### src/rtl/reg_pair_pipe_scheduler_if.sv
// Request/result bus of the round-robin operand-pair adder pipeline.
// The scheduler connects through the slave modport and the requester/sink side through the master modport.
interface reg_pair_pipe_scheduler_if #(
    parameter int unsigned N_REQ      = 4,
    parameter int unsigned DATA_WIDTH = 8
);
    localparam int unsigned TAG_W = (N_REQ > 1) ? $clog2(N_REQ) : 1;

    logic [N_REQ-1:0]            req_valid;
    logic [N_REQ-1:0]            req_ready;
    logic [N_REQ*DATA_WIDTH-1:0] req_a;
    logic [N_REQ*DATA_WIDTH-1:0] req_b;
    logic                        out_valid;
    logic                        out_ready;
    logic [DATA_WIDTH-1:0]       out_data;
    logic [TAG_W-1:0]            out_tag;
    logic [15:0]                 done_cnt;

    modport master (
        output req_valid, req_a, req_b, out_ready,
        input  req_ready, out_valid, out_data, out_tag, done_cnt
    );

    modport slave (
        input  req_valid, req_a, req_b, out_ready,
        output req_ready, out_valid, out_data, out_tag, done_cnt
    );
endinterface

### src/rtl/reg_pair_pipe_scheduler.sv
// Round-robin scheduler feeding a 2-stage register pipeline that adds an operand pair
// (sum modulo 2^DATA_WIDTH) and returns it tagged with the issuing requester index.
// Optional feature: define REG_PAIR_PIPE_SCHEDULER_CNT_EN to implement the saturating
// completed-transaction counter on done_cnt; otherwise done_cnt is tied to zero.
module reg_pair_pipe_scheduler #(
    parameter int unsigned N_REQ      = 4,
    parameter int unsigned DATA_WIDTH = 8
) (
    input  logic                    clk,
    input  logic                    rst,
    reg_pair_pipe_scheduler_if.slave bus
);
    localparam int unsigned TAG_W = (N_REQ > 1) ? $clog2(N_REQ) : 1;

    // Stage 0: captured operand pair
    logic                  v0;
    logic [DATA_WIDTH-1:0] a0;
    logic [DATA_WIDTH-1:0] b0;
    logic [TAG_W-1:0]      tag0;

    // Stage 1: result
    logic                  v1;
    logic [DATA_WIDTH-1:0] sum1;
    logic [TAG_W-1:0]      tag1;

    logic [TAG_W-1:0]      ptr;
    logic [TAG_W-1:0]      ptr_nxt;
    logic                  ld1;
    logic                  acc;
    logic                  gnt_any;
    logic                  grant;
    logic [TAG_W-1:0]      gnt_idx;
    logic [N_REQ-1:0]      gnt_vec;

    logic [DATA_WIDTH-1:0] a_arr [N_REQ];
    logic [DATA_WIDTH-1:0] b_arr [N_REQ];

    // Unpack the flat operand buses into per-requester lanes
    for (genvar g = 0; g < N_REQ; g++) begin : g_unpack
        assign a_arr[g] = bus.req_a[g*DATA_WIDTH +: DATA_WIDTH];
        assign b_arr[g] = bus.req_b[g*DATA_WIDTH +: DATA_WIDTH];
    end

    // Pipeline advance conditions: stage1 moves when empty or drained, stage0 when empty or moving
    assign ld1   = !v1 || bus.out_ready;
    assign acc   = !v0 || ld1;
    assign grant = acc && gnt_any && !rst;

    // Round-robin search starting at ptr, wrapping modulo N_REQ
    always_comb begin
        int unsigned cand;
        gnt_any = 1'b0;
        gnt_idx = '0;
        cand    = 0;
        for (int unsigned k = 0; k < N_REQ; k++) begin
            cand = 32'(ptr) + k;
            if (cand >= N_REQ) begin
                cand = cand - N_REQ;
            end
            if (!gnt_any && bus.req_valid[TAG_W'(cand)]) begin
                gnt_any = 1'b1;
                gnt_idx = TAG_W'(cand);
            end
        end
    end

    // Pointer moves just past the winner
    always_comb begin
        int unsigned nxt;
        nxt = 32'(gnt_idx) + 1;
        if (nxt >= N_REQ) begin
            nxt = 0;
        end
        ptr_nxt = TAG_W'(nxt);
    end

    // One-hot accept towards the winning requester
    always_comb begin
        gnt_vec = '0;
        if (grant) begin
            gnt_vec[gnt_idx] = 1'b1;
        end
    end

    assign bus.req_ready = gnt_vec;
    assign bus.out_valid = v1;
    assign bus.out_data  = sum1;
    assign bus.out_tag   = tag1;

    // Pipeline registers and arbitration pointer
    always_ff @(posedge clk) begin
        if (rst) begin
            v0   <= 1'b0;
            a0   <= '0;
            b0   <= '0;
            tag0 <= '0;
            v1   <= 1'b0;
            sum1 <= '0;
            tag1 <= '0;
            ptr  <= '0;
        end else begin
            if (ld1) begin
                v1   <= v0;
                sum1 <= a0 + b0;
                tag1 <= tag0;
            end
            if (acc) begin
                v0 <= grant;
                if (grant) begin
                    a0   <= a_arr[gnt_idx];
                    b0   <= b_arr[gnt_idx];
                    tag0 <= gnt_idx;
                    ptr  <= ptr_nxt;
                end
            end
        end
    end

`ifdef REG_PAIR_PIPE_SCHEDULER_CNT_EN
    logic [15:0] done_q;

    // Saturating count of output handshakes
    always_ff @(posedge clk) begin
        if (rst) begin
            done_q <= '0;
        end else if (v1 && bus.out_ready && (done_q != 16'hFFFF)) begin
            done_q <= done_q + 16'd1;
        end
    end

    assign bus.done_cnt = done_q;
`else
    assign bus.done_cnt = '0;
`endif

endmodule

### src/flat_wrapper.sv
// flat-port wrapper written by rule: the top's interface ports become plain ports
module reg_pair_pipe_scheduler_flat 
#(
    parameter int unsigned N_REQ      = 4,
    parameter int unsigned DATA_WIDTH = 8
)
  (clk, rst, bus_req_valid, bus_req_a, bus_req_b, bus_out_ready, bus_req_ready, bus_out_valid, bus_out_data, bus_out_tag, bus_done_cnt);
  reg_pair_pipe_scheduler_if #(.N_REQ(N_REQ), .DATA_WIDTH(DATA_WIDTH)) bus_i ();
  input  logic clk;
  input  logic rst;
  input wire logic [$bits(bus_i.req_valid)-1:0] bus_req_valid;
  input wire logic [$bits(bus_i.req_a)-1:0] bus_req_a;
  input wire logic [$bits(bus_i.req_b)-1:0] bus_req_b;
  input wire logic [$bits(bus_i.out_ready)-1:0] bus_out_ready;
  output wire logic [$bits(bus_i.req_ready)-1:0] bus_req_ready;
  output wire logic [$bits(bus_i.out_valid)-1:0] bus_out_valid;
  output wire logic [$bits(bus_i.out_data)-1:0] bus_out_data;
  output wire logic [$bits(bus_i.out_tag)-1:0] bus_out_tag;
  output wire logic [$bits(bus_i.done_cnt)-1:0] bus_done_cnt;
  assign bus_i.req_valid = bus_req_valid;
  assign bus_i.req_a = bus_req_a;
  assign bus_i.req_b = bus_req_b;
  assign bus_i.out_ready = bus_out_ready;
  assign bus_req_ready = bus_i.req_ready;
  assign bus_out_valid = bus_i.out_valid;
  assign bus_out_data = bus_i.out_data;
  assign bus_out_tag = bus_i.out_tag;
  assign bus_done_cnt = bus_i.done_cnt;
  reg_pair_pipe_scheduler #(.N_REQ(N_REQ), .DATA_WIDTH(DATA_WIDTH)) u_core (.clk(clk), .rst(rst), .bus(bus_i));
endmodule
### config.mk
export PLATFORM = sky130hd
export DESIGN_NAME = reg_pair_pipe_scheduler_flat
export DESIGN_NICKNAME = d
export VERILOG_FILES = /design/src/rtl/reg_pair_pipe_scheduler_if.sv /design/src/rtl/reg_pair_pipe_scheduler.sv /design/src/flat_wrapper.sv
export SDC_FILE = /design/constraint.sdc
export NUM_CORES = 1
export LEC_CHECK = 0
export CAP_MARGIN = 20
export CELL_PAD_IN_SITES_DETAIL_PLACEMENT = 0
export CELL_PAD_IN_SITES_GLOBAL_PLACEMENT = 1
export CORE_UTILIZATION = 29
export CTS_CLUSTER_DIAMETER = 200
export CTS_CLUSTER_SIZE = 12
export DETAILED_ROUTE_END_ITERATION = 6
export GPL_ROUTABILITY_DRIVEN = 1
export MAX_ROUTING_LAYER = met4
export PLACE_DENSITY = 0.8
export SLEW_MARGIN = 20
export SYNTH_ARGS = -nofsm -noshare
export SYNTH_HDL_FRONTEND = slang
export SYNTH_SLANG_ARGS = --single-unit
export TNS_END_PERCENT = 10
### constraint.sdc
create_clock -name clk -period 2.3 [get_ports clk]
set_input_delay 0.46 -clock clk [delete_from_list [all_inputs] [get_ports clk]]
set_output_delay 0.46 -clock clk [all_outputs]
set_load 0.01 [all_outputs]
==> results of run 1 <==
[stage by stage]
step | std cells | setup slack, ns
2_1_floorplan | 268 | 0.187
3_3_place_gp | 436 | -0.544
3_5_place_dp | 436 | -0.597
4_1_cts | 446 | 0.00189
5_1_grt | 446 | 0.00242
6_report | 446 | 0.0638
[power by group]
part	internal [mW]	total (mW)	switching [mW]
Sequential	0.671	0.751	0.0801
Clock	0.238	0.438	0.199
Combinational	0.512	0.904	0.392
[metal layers]
layer	up-vias	share of wire [%]	track usage, %
met1	982	46	20.5
met2	82	47	25.5
met3	10	5.4	4.34
met5	-	0	-
li1	1084	-	-
met4	0	1.9	5.51
[registers in the layout, summed over array words and instances (netlist names)]
| name | flops |
|---|---|
| u_core.a0 | 8 |
| u_core.b0 | 8 |
| u_core.bus.out_data | 8 |
| u_core.bus.out_tag | 2 |
| u_core.bus.out_valid | 1 |
| u_core.ptr | 2 |
| u_core.tag0 | 2 |
| u_core.v0 | 1 |
[final timing paths]
kind / start / to / cells past startpoint
worst max-delay path: bus_req_valid[2] / bus_req_ready[2] / 9
worst min-delay path: u_core.bus.out_tag[1]$_SDFFE_PP0P_ / u_core.bus.out_tag[1]$_SDFFE_PP0P_ / 2
worst max register to register: u_core.ptr[0]$_SDFFE_PP0P_ / u_core.a0[2]$_SDFFE_PP0P_ / 8
worst min register to register: u_core.bus.out_tag[1]$_SDFFE_PP0P_ / u_core.bus.out_tag[1]$_SDFFE_PP0P_ / 2
[layout by cell type, fill, tap and decap left out, drive strengths merged, types with 5 or more instances in the layout]
| master | Yosys | routed |
|---|---|---|
| clkdlybuf4s50 | 0 | 77 |
| conb | 1 | 16 |
| a221o | 16 | 16 |
| nand3 | 18 | 18 |
| a21oi | 31 | 31 |
| buf | 23 | 27 |
| nor2 | 12 | 12 |
| nor3 | 5 | 5 |
| o21ai | 6 | 6 |
| nand2 | 32 | 32 |
| ha | 8 | 8 |
| clkbuf | 11 | 6 |
| dfxtp | 32 | 32 |
| mux2 | 16 | 16 |
[repair_timing]
action,in CTS,in global routing
endpoints found under the hold margin,0,0
gates cloned,0,0
buffers inserted,2,0
endpoints found under the setup margin,20,18
hold buffers,0,0
pin swaps,2,1
gates resized for setup,28,3
[worst min-delay path: stages (launching register included)]
cell	delay, ns
sky130_fd_sc_hd__dfxtp_1	0.31
sky130_fd_sc_hd__nand2_1	0.05
sky130_fd_sc_hd__a21oi_1	0.05
[layout make-up]
class	count	area, sq um	area share, %
Sequential cell	32	641	19.8
Multi-Input combinational cell	198	1360	42.0
Tap cell	96	120	3.72
Inverter	4	15.0	0.464
Clock buffer	6	82.6	2.55
Clock inverter	2	10.0	0.310
Timing Repair Buffer	108	1010	31.2
[kinds of logic after synthesis]
kind of cell               count (synthesis)  share of synthesized area, %
AOI/OAI and AO/OA                         69                          22.1
xor gates and xnor gates                   3                          1.24
adders and majority gates                  9                          5.65
buffers and inverters                     38                          11.2
DFF                                       32                          30.1
muxes                                     17                          10.2
other                                      1                         0.176
and+or+nand+nor                           84                          19.3
==> impl_table.tex, run 1 <==
\begin{tabular}{lr}
\hline
Metric & Value \\
\hline
\multicolumn{2}{l}{\textbf{Global route}} \\
\quad Global-route usage over all layers & 16.4\% \\
\quad Largest net degree at the start of global routing & 21 \\
\quad Initial antenna violation count & 0 \\
\quad Total congestion overflow after global routing & 0 \\
\quad First-pass GRT wire length & between 9 and 10 mm \\
\quad Vias in the first global route & 2045 \\
\multicolumn{2}{l}{\textbf{Timing}} \\
\quad Share of the clock period used by the worst path after layout & between 90\% and 100\% \\
\quad Hold Violations, Final & 0 \\
\quad Final worst path period need & between 2 and 2.5 ns \\
\quad Hold WS & between 0.4 and 0.5 ns \\
\quad Number of setup violations in the final report & 0 \\
\quad Unrepaired setup endpoints after global routing & no \\
\quad Slew margin rel. & between 50\% and 60\% \\
\quad Accumulated negative setup slack & 0 ns \\
\quad Pin slew with the least headroom to its limit & between 0.6 and 0.7 ns \\
\quad Maximum achievable frequency & around 0.45 GHz \\
\quad Clock skew after layout & 0.00439 ns \\
\quad Number of pins exceeding their max-slew limit in the final report & 0 \\
\multicolumn{2}{l}{\textbf{Run status}} \\
\quad Run status & complete, no violations \\
\multicolumn{2}{l}{\textbf{Synth}} \\
\quad Cell area after technology mapping & about 0.0021 sq mm \\
\quad Number of synthesized flops with an enable pin & 0 \\
\quad Asr flop ratio synth & 0\% \\
\quad Library cell with the largest summed area after synthesis & sky130\_fd\_sc\_hd\_\_dfxtp\_1 \\
\quad Synth top area cells & sky130\_fd\_sc\_hd\_\_dfxtp\_1 (30\%), sky130\_fd\_sc\_hd\_\_a221o\_1 (7.5\%), sky130\_fd\_sc\_hd\_\_a21oi\_1 (7.3\%) \\
\quad Count of different cell masters after synthesis & between 40 and 50 \\
\quad Sequential area share after synthesis & between 30\% and 40\% \\
\quad Mean area per synthesized cell & $\sim$8.4 sq um \\
\quad Post-Syn Instances & about 250 \\
\quad Dominant register cell in the synthesized netlist & sky130\_fd\_sc\_hd\_\_dfxtp\_1 \\
\quad Number of register bits inferred by synthesis & 32 \\
\quad Top cell type's share of synthesized area & 30.1\% \\
\quad Synth Warn \# & 0 \\
\quad Most instantiated cells after synthesis & sky130\_fd\_sc\_hd\_\_dfxtp\_1 (32), sky130\_fd\_sc\_hd\_\_nand2\_1 (32), sky130\_fd\_sc\_hd\_\_a21oi\_1 (31), sky130\_fd\_sc\_hd\_\_nand3\_1 (18) \\
\multicolumn{2}{l}{\textbf{Flow run}} \\
\quad Number of max-cap violations & 0 \\
\multicolumn{2}{l}{\textbf{CTS}} \\
\quad Library cell used as clock root buffer & sky130\_fd\_sc\_hd\_\_clkbuf\_8 \\
\quad Sinks on Clock Net & 32 \\
\quad Clock buffer depth & 2 \\
\quad CTS tree & done \\
\quad Insertion delay of the later-clocked pin in the worst-skew pair & $\sim$0.28 ns \\
\quad H-Tree Depth & 2 \\
\quad Cts bufs inserted & 5 \\
\quad CTS clock-pin slew for the worst setup and hold paths & approximately 0.070 ns \\
\multicolumn{2}{l}{\textbf{Critical path}} \\
\quad Arrival time reported for the critical path endpoint & 1.78 ns \\
\quad Critical Setup Path Class & in2out \\
\quad Data required time of the critical path & 1.84 ns \\
\quad Master of the slowest instance on the critical path & sky130\_fd\_sc\_hd\_\_o32ai\_2 \\
\quad Crit-path max FO & 3 \\
\quad Worst path bufs/invs & 5 \\
\quad R2r setup slk & 0.15 ns \\
\quad CP max stage delay & roughly 0.25 ns \\
\quad Nature of the critical path endpoint & output port \\
\quad CP top delay family & buffers and inverters \\
\quad Worst setup SP type & primary input \\
\quad Series of cell instances along the critical path & clkdlybuf4s15\_1 > buf\_6 > nand2b\_4 > a21oi\_1 > o32ai\_2 > inv\_1 > buf\_4 > and3\_2 > buf\_2 \\
\multicolumn{2}{l}{\textbf{Floorplan}} \\
\quad Die ar. & between 0.007 and 0.008 sq mm \\
\quad Horizontal die dimension & just under 90 um \\
\quad Count of standard-cell rows & 30 \\
\quad Number of top-level pins & between 100 and 150 \\
\quad Vertical die dimension & about 90 um \\
\quad Starting density of the core & between 30\% and 40\% \\
\quad Core box area & roughly 0.007 sq mm \\
\multicolumn{2}{l}{\textbf{Route}} \\
\quad Number of detailed-route iterations in the first pass & 4 \\
\quad ANT nets after route & 0 \\
\quad Post-route DRC & 0 \\
\quad Vias per inst & 4.84 \\
\quad Wirelength per Cell & between 10 and 15 um \\
\quad Vias after detailed routing & roughly 2200 \\
\quad Initial DRC count & 100 \\
\quad Wire length reported by the detailed router & $\sim$5.8 mm \\
\multicolumn{2}{l}{\textbf{Final layout}} \\
\quad Diodes inserted & 0 \\
\quad Layout cells sized above 1 & 17.1\% \\
\quad FILL cells & a little under 700 \\
\quad Fin area & around 0.0032 sq mm \\
\quad Post-layout util & a little under half \\
\quad Area delta synth->final & 52.1\% \\
\quad Post-layout net count & around 430 \\
\multicolumn{2}{l}{\textbf{Placed design}} \\
\quad Placed cell areas & a little over 0.003 sq mm \\
\quad Placer's final routability congestion estimate & 0.822 \\
\quad Half-perimeter wire length after placement & roughly 4.5 mm \\
\quad Quantity of I/O buffers inserted on ports & 85 \\
\multicolumn{2}{l}{\textbf{Power}} \\
\quad Design Power & between 2 and 2.5 mW \\
\quad Leakage power of the design & around 1.4 nW \\
\quad Power per unit of standard cell area & about 650 mW/mm\^{}2 \\
\quad Maximum ir drop on the vdd rail & about 260 uV \\
\multicolumn{2}{l}{\textbf{Min path}} \\
\quad Worst hold path type & reg2reg \\
\hline
\end{tabular}
(Power assumes the default switching activity.)
==> inputs of run 2 (changes only) <==
CELL_PAD_IN_SITES_DETAIL_PLACEMENT = not set   (was 0)
CELL_PAD_IN_SITES_GLOBAL_PLACEMENT = not set   (was 1)
CORE_UTILIZATION = 41   (was 29)
==> run 2 against run 1 <==
Hold slack hardly changed; clock skew hardly changed; clock-buffer cell count grew 1; power is 0.20% higher; utilization up 19 points; global-route usage grew 6.7 points; combinational power fell by 1%; largest cell class unchanged; design area down 1.4%; largest power group unchanged; critical path depth shrank 2.
==> impl_table.tex, run 2 (synthesis gave the netlist of run 1 again) <==
\begin{tabular}{lr}
\hline
Metric & Value \\
\hline
\multicolumn{2}{l}{\textbf{Run status}} \\
\quad Run status & complete, no violations \\
\multicolumn{2}{l}{\textbf{Floorplan}} \\
\quad Core box area & around 0.0048 sq mm \\
\quad Horizontal die dimension & between 70 and 80 um \\
\quad Die ar. & between 0.005 and 0.006 sq mm \\
\quad Vertical die dimension & around 74 um \\
\quad Starting density of the core & approximately 44\% \\
\quad Count of standard-cell rows & 25 \\
\quad Number of top-level pins & 102 \\
\multicolumn{2}{l}{\textbf{Final layout}} \\
\quad Post-layout util & 65.7\% \\
\quad Count of non-filler cells in the finished layout & between 400 and 500 \\
\quad Fin area & about 0.0032 sq mm \\
\quad Layout cells sized above 1 & approximately 17\% \\
\quad Post-layout net count & between 400 and 500 \\
\quad Diodes inserted & 0 \\
\quad Leading cell type in the layout, fill and taps excluded & sky130\_fd\_sc\_hd\_\_clkdlybuf4s50\_1 \\
\quad Highest-count cells in the layout ignoring fill and taps & sky130\_fd\_sc\_hd\_\_clkdlybuf4s50\_1 (77), sky130\_fd\_sc\_hd\_\_nand2\_1 (32), sky130\_fd\_sc\_hd\_\_dfxtp\_1 (31) \\
\quad Area delta synth->final & 49.9\% \\
\multicolumn{2}{l}{\textbf{Placed design}} \\
\quad Number of placed cells counting well taps & between 400 and 500 \\
\quad Placer's final routability congestion estimate & 0.830 \\
\quad Worst setup slack after placement & -0.576 ns \\
\quad Placed cell areas & approximately 0.0030 sq mm \\
\quad Half-perimeter wire length after placement & roughly 4.5 mm \\
\quad Quantity of I/O buffers inserted on ports & 85 \\
\multicolumn{2}{l}{\textbf{Route}} \\
\quad Vias after detailed routing & 2197 \\
\quad Post-route DRC & 0 \\
\quad Initial DRC count & 131 \\
\quad Vias per inst & between 5 and 6 \\
\quad ANT nets after route & 0 \\
\quad Wire length reported by the detailed router & roughly 5.7 mm \\
\quad Number of detailed-route iterations in the first pass & 4 \\
\quad Wirelength per Cell & roughly 14 um \\
\multicolumn{2}{l}{\textbf{Flow run}} \\
\quad Number of max-cap violations & 0 \\
\multicolumn{2}{l}{\textbf{Timing}} \\
\quad Number of pins exceeding their max-slew limit in the final report & 0 \\
\quad Pin slew with the least headroom to its limit & 0.693 ns \\
\quad Slew margin rel. & between 50\% and 60\% \\
\quad Post-route worst setup slack & about 0.019 ns \\
\quad Clock skew after layout & roughly 0.0043 ns \\
\quad Final worst path period need & roughly 2.3 ns \\
\quad Hold Violations, Final & 0 \\
\quad Unrepaired setup endpoints after global routing & yes \\
\quad Maximum achievable frequency & about 0.44 GHz \\
\quad Share of the clock period used by the worst path after layout & around 99\% \\
\quad Number of setup violations in the final report & 0 \\
\multicolumn{2}{l}{\textbf{CTS}} \\
\quad Clock buffer depth & 2 \\
\quad CTS tree & done \\
\quad Library cell used as clock root buffer & sky130\_fd\_sc\_hd\_\_clkbuf\_8 \\
\quad Cts bufs inserted & 5 \\
\quad Sinks on Clock Net & 32 \\
\quad Insertion delay of the later-clocked pin in the worst-skew pair & 0.28 ns \\
\quad CTS clock-pin slew for the worst setup and hold paths & 0.06 ns \\
\quad H-Tree Depth & 2 \\
\multicolumn{2}{l}{\textbf{Critical path}} \\
\quad Series of cell instances along the critical path & dlygate4sd2\_1 > buf\_6 > o32ai\_2 > inv\_1 > buf\_4 > and3\_2 > clkdlybuf4s15\_1 \\
\quad Crit-path max FO & 4 \\
\quad Nature of the critical path endpoint & output port \\
\quad Critical Setup Path Class & in2out \\
\quad CP max stage delay & between 0.3 and 0.4 ns \\
\quad Worst setup SP type & primary input \\
\quad R2r startpoint & u\_core.b0[1]\$\_SDFFE\_PP0P\_ \\
\quad Arrival time reported for the critical path endpoint & between 1.5 and 2 ns \\
\quad Data required time of the critical path & roughly 1.8 ns \\
\quad Master of the slowest instance on the critical path & sky130\_fd\_sc\_hd\_\_o32ai\_2 \\
\quad Critical path launch point & bus\_req\_valid[3] \\
\multicolumn{2}{l}{\textbf{Global route}} \\
\quad Vias in the first global route & 2101 \\
\quad Met2 Resource Use GR & $\sim$38\% \\
\quad GR Layer Usage met3 & around 3.4\% \\
\quad Largest net degree at the start of global routing & 21 \\
\quad Most used routing layer & met2 \\
\quad Grt met1 use & a little over a quarter \\
\quad Total congestion overflow after global routing & 0 \\
\quad Global-route usage over all layers & 23.0\% \\
\quad Initial antenna violation count & 0 \\
\quad First-pass GRT wire length & just over 9 mm \\
\multicolumn{2}{l}{\textbf{Power}} \\
\quad Design Power & approximately 2.1 mW \\
\quad Maximum ir drop on the vdd rail & roughly 340 uV \\
\quad Power per unit of standard cell area & 658 mW/mm\^{}2 \\
\quad Leakage power of the design & around 1.3 nW \\
\multicolumn{2}{l}{\textbf{Min path}} \\
\quad Worst hold path type & reg2reg \\
\quad Start point of the worst hold path & u\_core.bus.out\_data[4]\$\_SDFFE\_PP0P\_ \\
\hline
\end{tabular}
run 2: through the flow:
| stage | hold slack (ns) | setup TNS [ns] |
|---|---|---|
| floorplan | 0.436 | 0 |
| global placement | 0.439 | -7.50 |
| detailed placement | 0.449 | -8.85 |
| CTS | 0.457 | -0.0170 |
| global route | 0.474 | -0.0638 |
| finish | 0.452 | 0 |
run 2: worst max-delay path: cells and delay by family:
kind | cells | cell delay, ns
buffers and inverters | 5 | 0.86
and+or+nand+nor | 1 | 0.18
AOI/OAI and AO/OA | 1 | 0.31
run 2: final cells by class:
cell class              count  area (sq um)
well taps                  67          83.8
flip-flops and latches     32           642
repair buffers            106           996
clock buffers               7          96.3
fillers                   397          1660
multi-input cells         198          1350
inverters                   4          15.0
run 2: layer usage:
layer,vias up,wire length [um]
met1,1011,2350
li1,1075,-
met3,9,392
met4,0,129
met2,102,2790
met5,-,0
run 2: timing repair:
action,4_1_cts,5_1_grt
hold buffers,0,0
pin swaps,3,2
gates resized for setup,23,5
endpoints found under the hold margin,0,0
setup buffers,0,1
gates cloned,0,0
endpoints found under the setup margin,20,3
run 2: worst paths after layout:
check / to / slack [ns] / cells after the start
setup reg to reg: u_core.bus.out_data[7]$_SDFFE_PP0P_ / 0.23 / 5
setup / recovery: bus_req_ready[2] / 0.02 / 7
hold reg to reg: u_core.bus.out_data[4]$_SDFFE_PP0P_ / 0.45 / 2
hold / removal: u_core.bus.out_data[4]$_SDFFE_PP0P_ / 0.45 / 2
run 2: power breakdown:
part	switching (mW)	total, mW	leakage [nW]	internal [mW]
sequential	0.0790	0.751	0.266	0.672
combinational	0.392	0.894	1.02	0.502
clock	0.186	0.452	0.0503	0.266
total	0.657	2.10	1.34	1.44
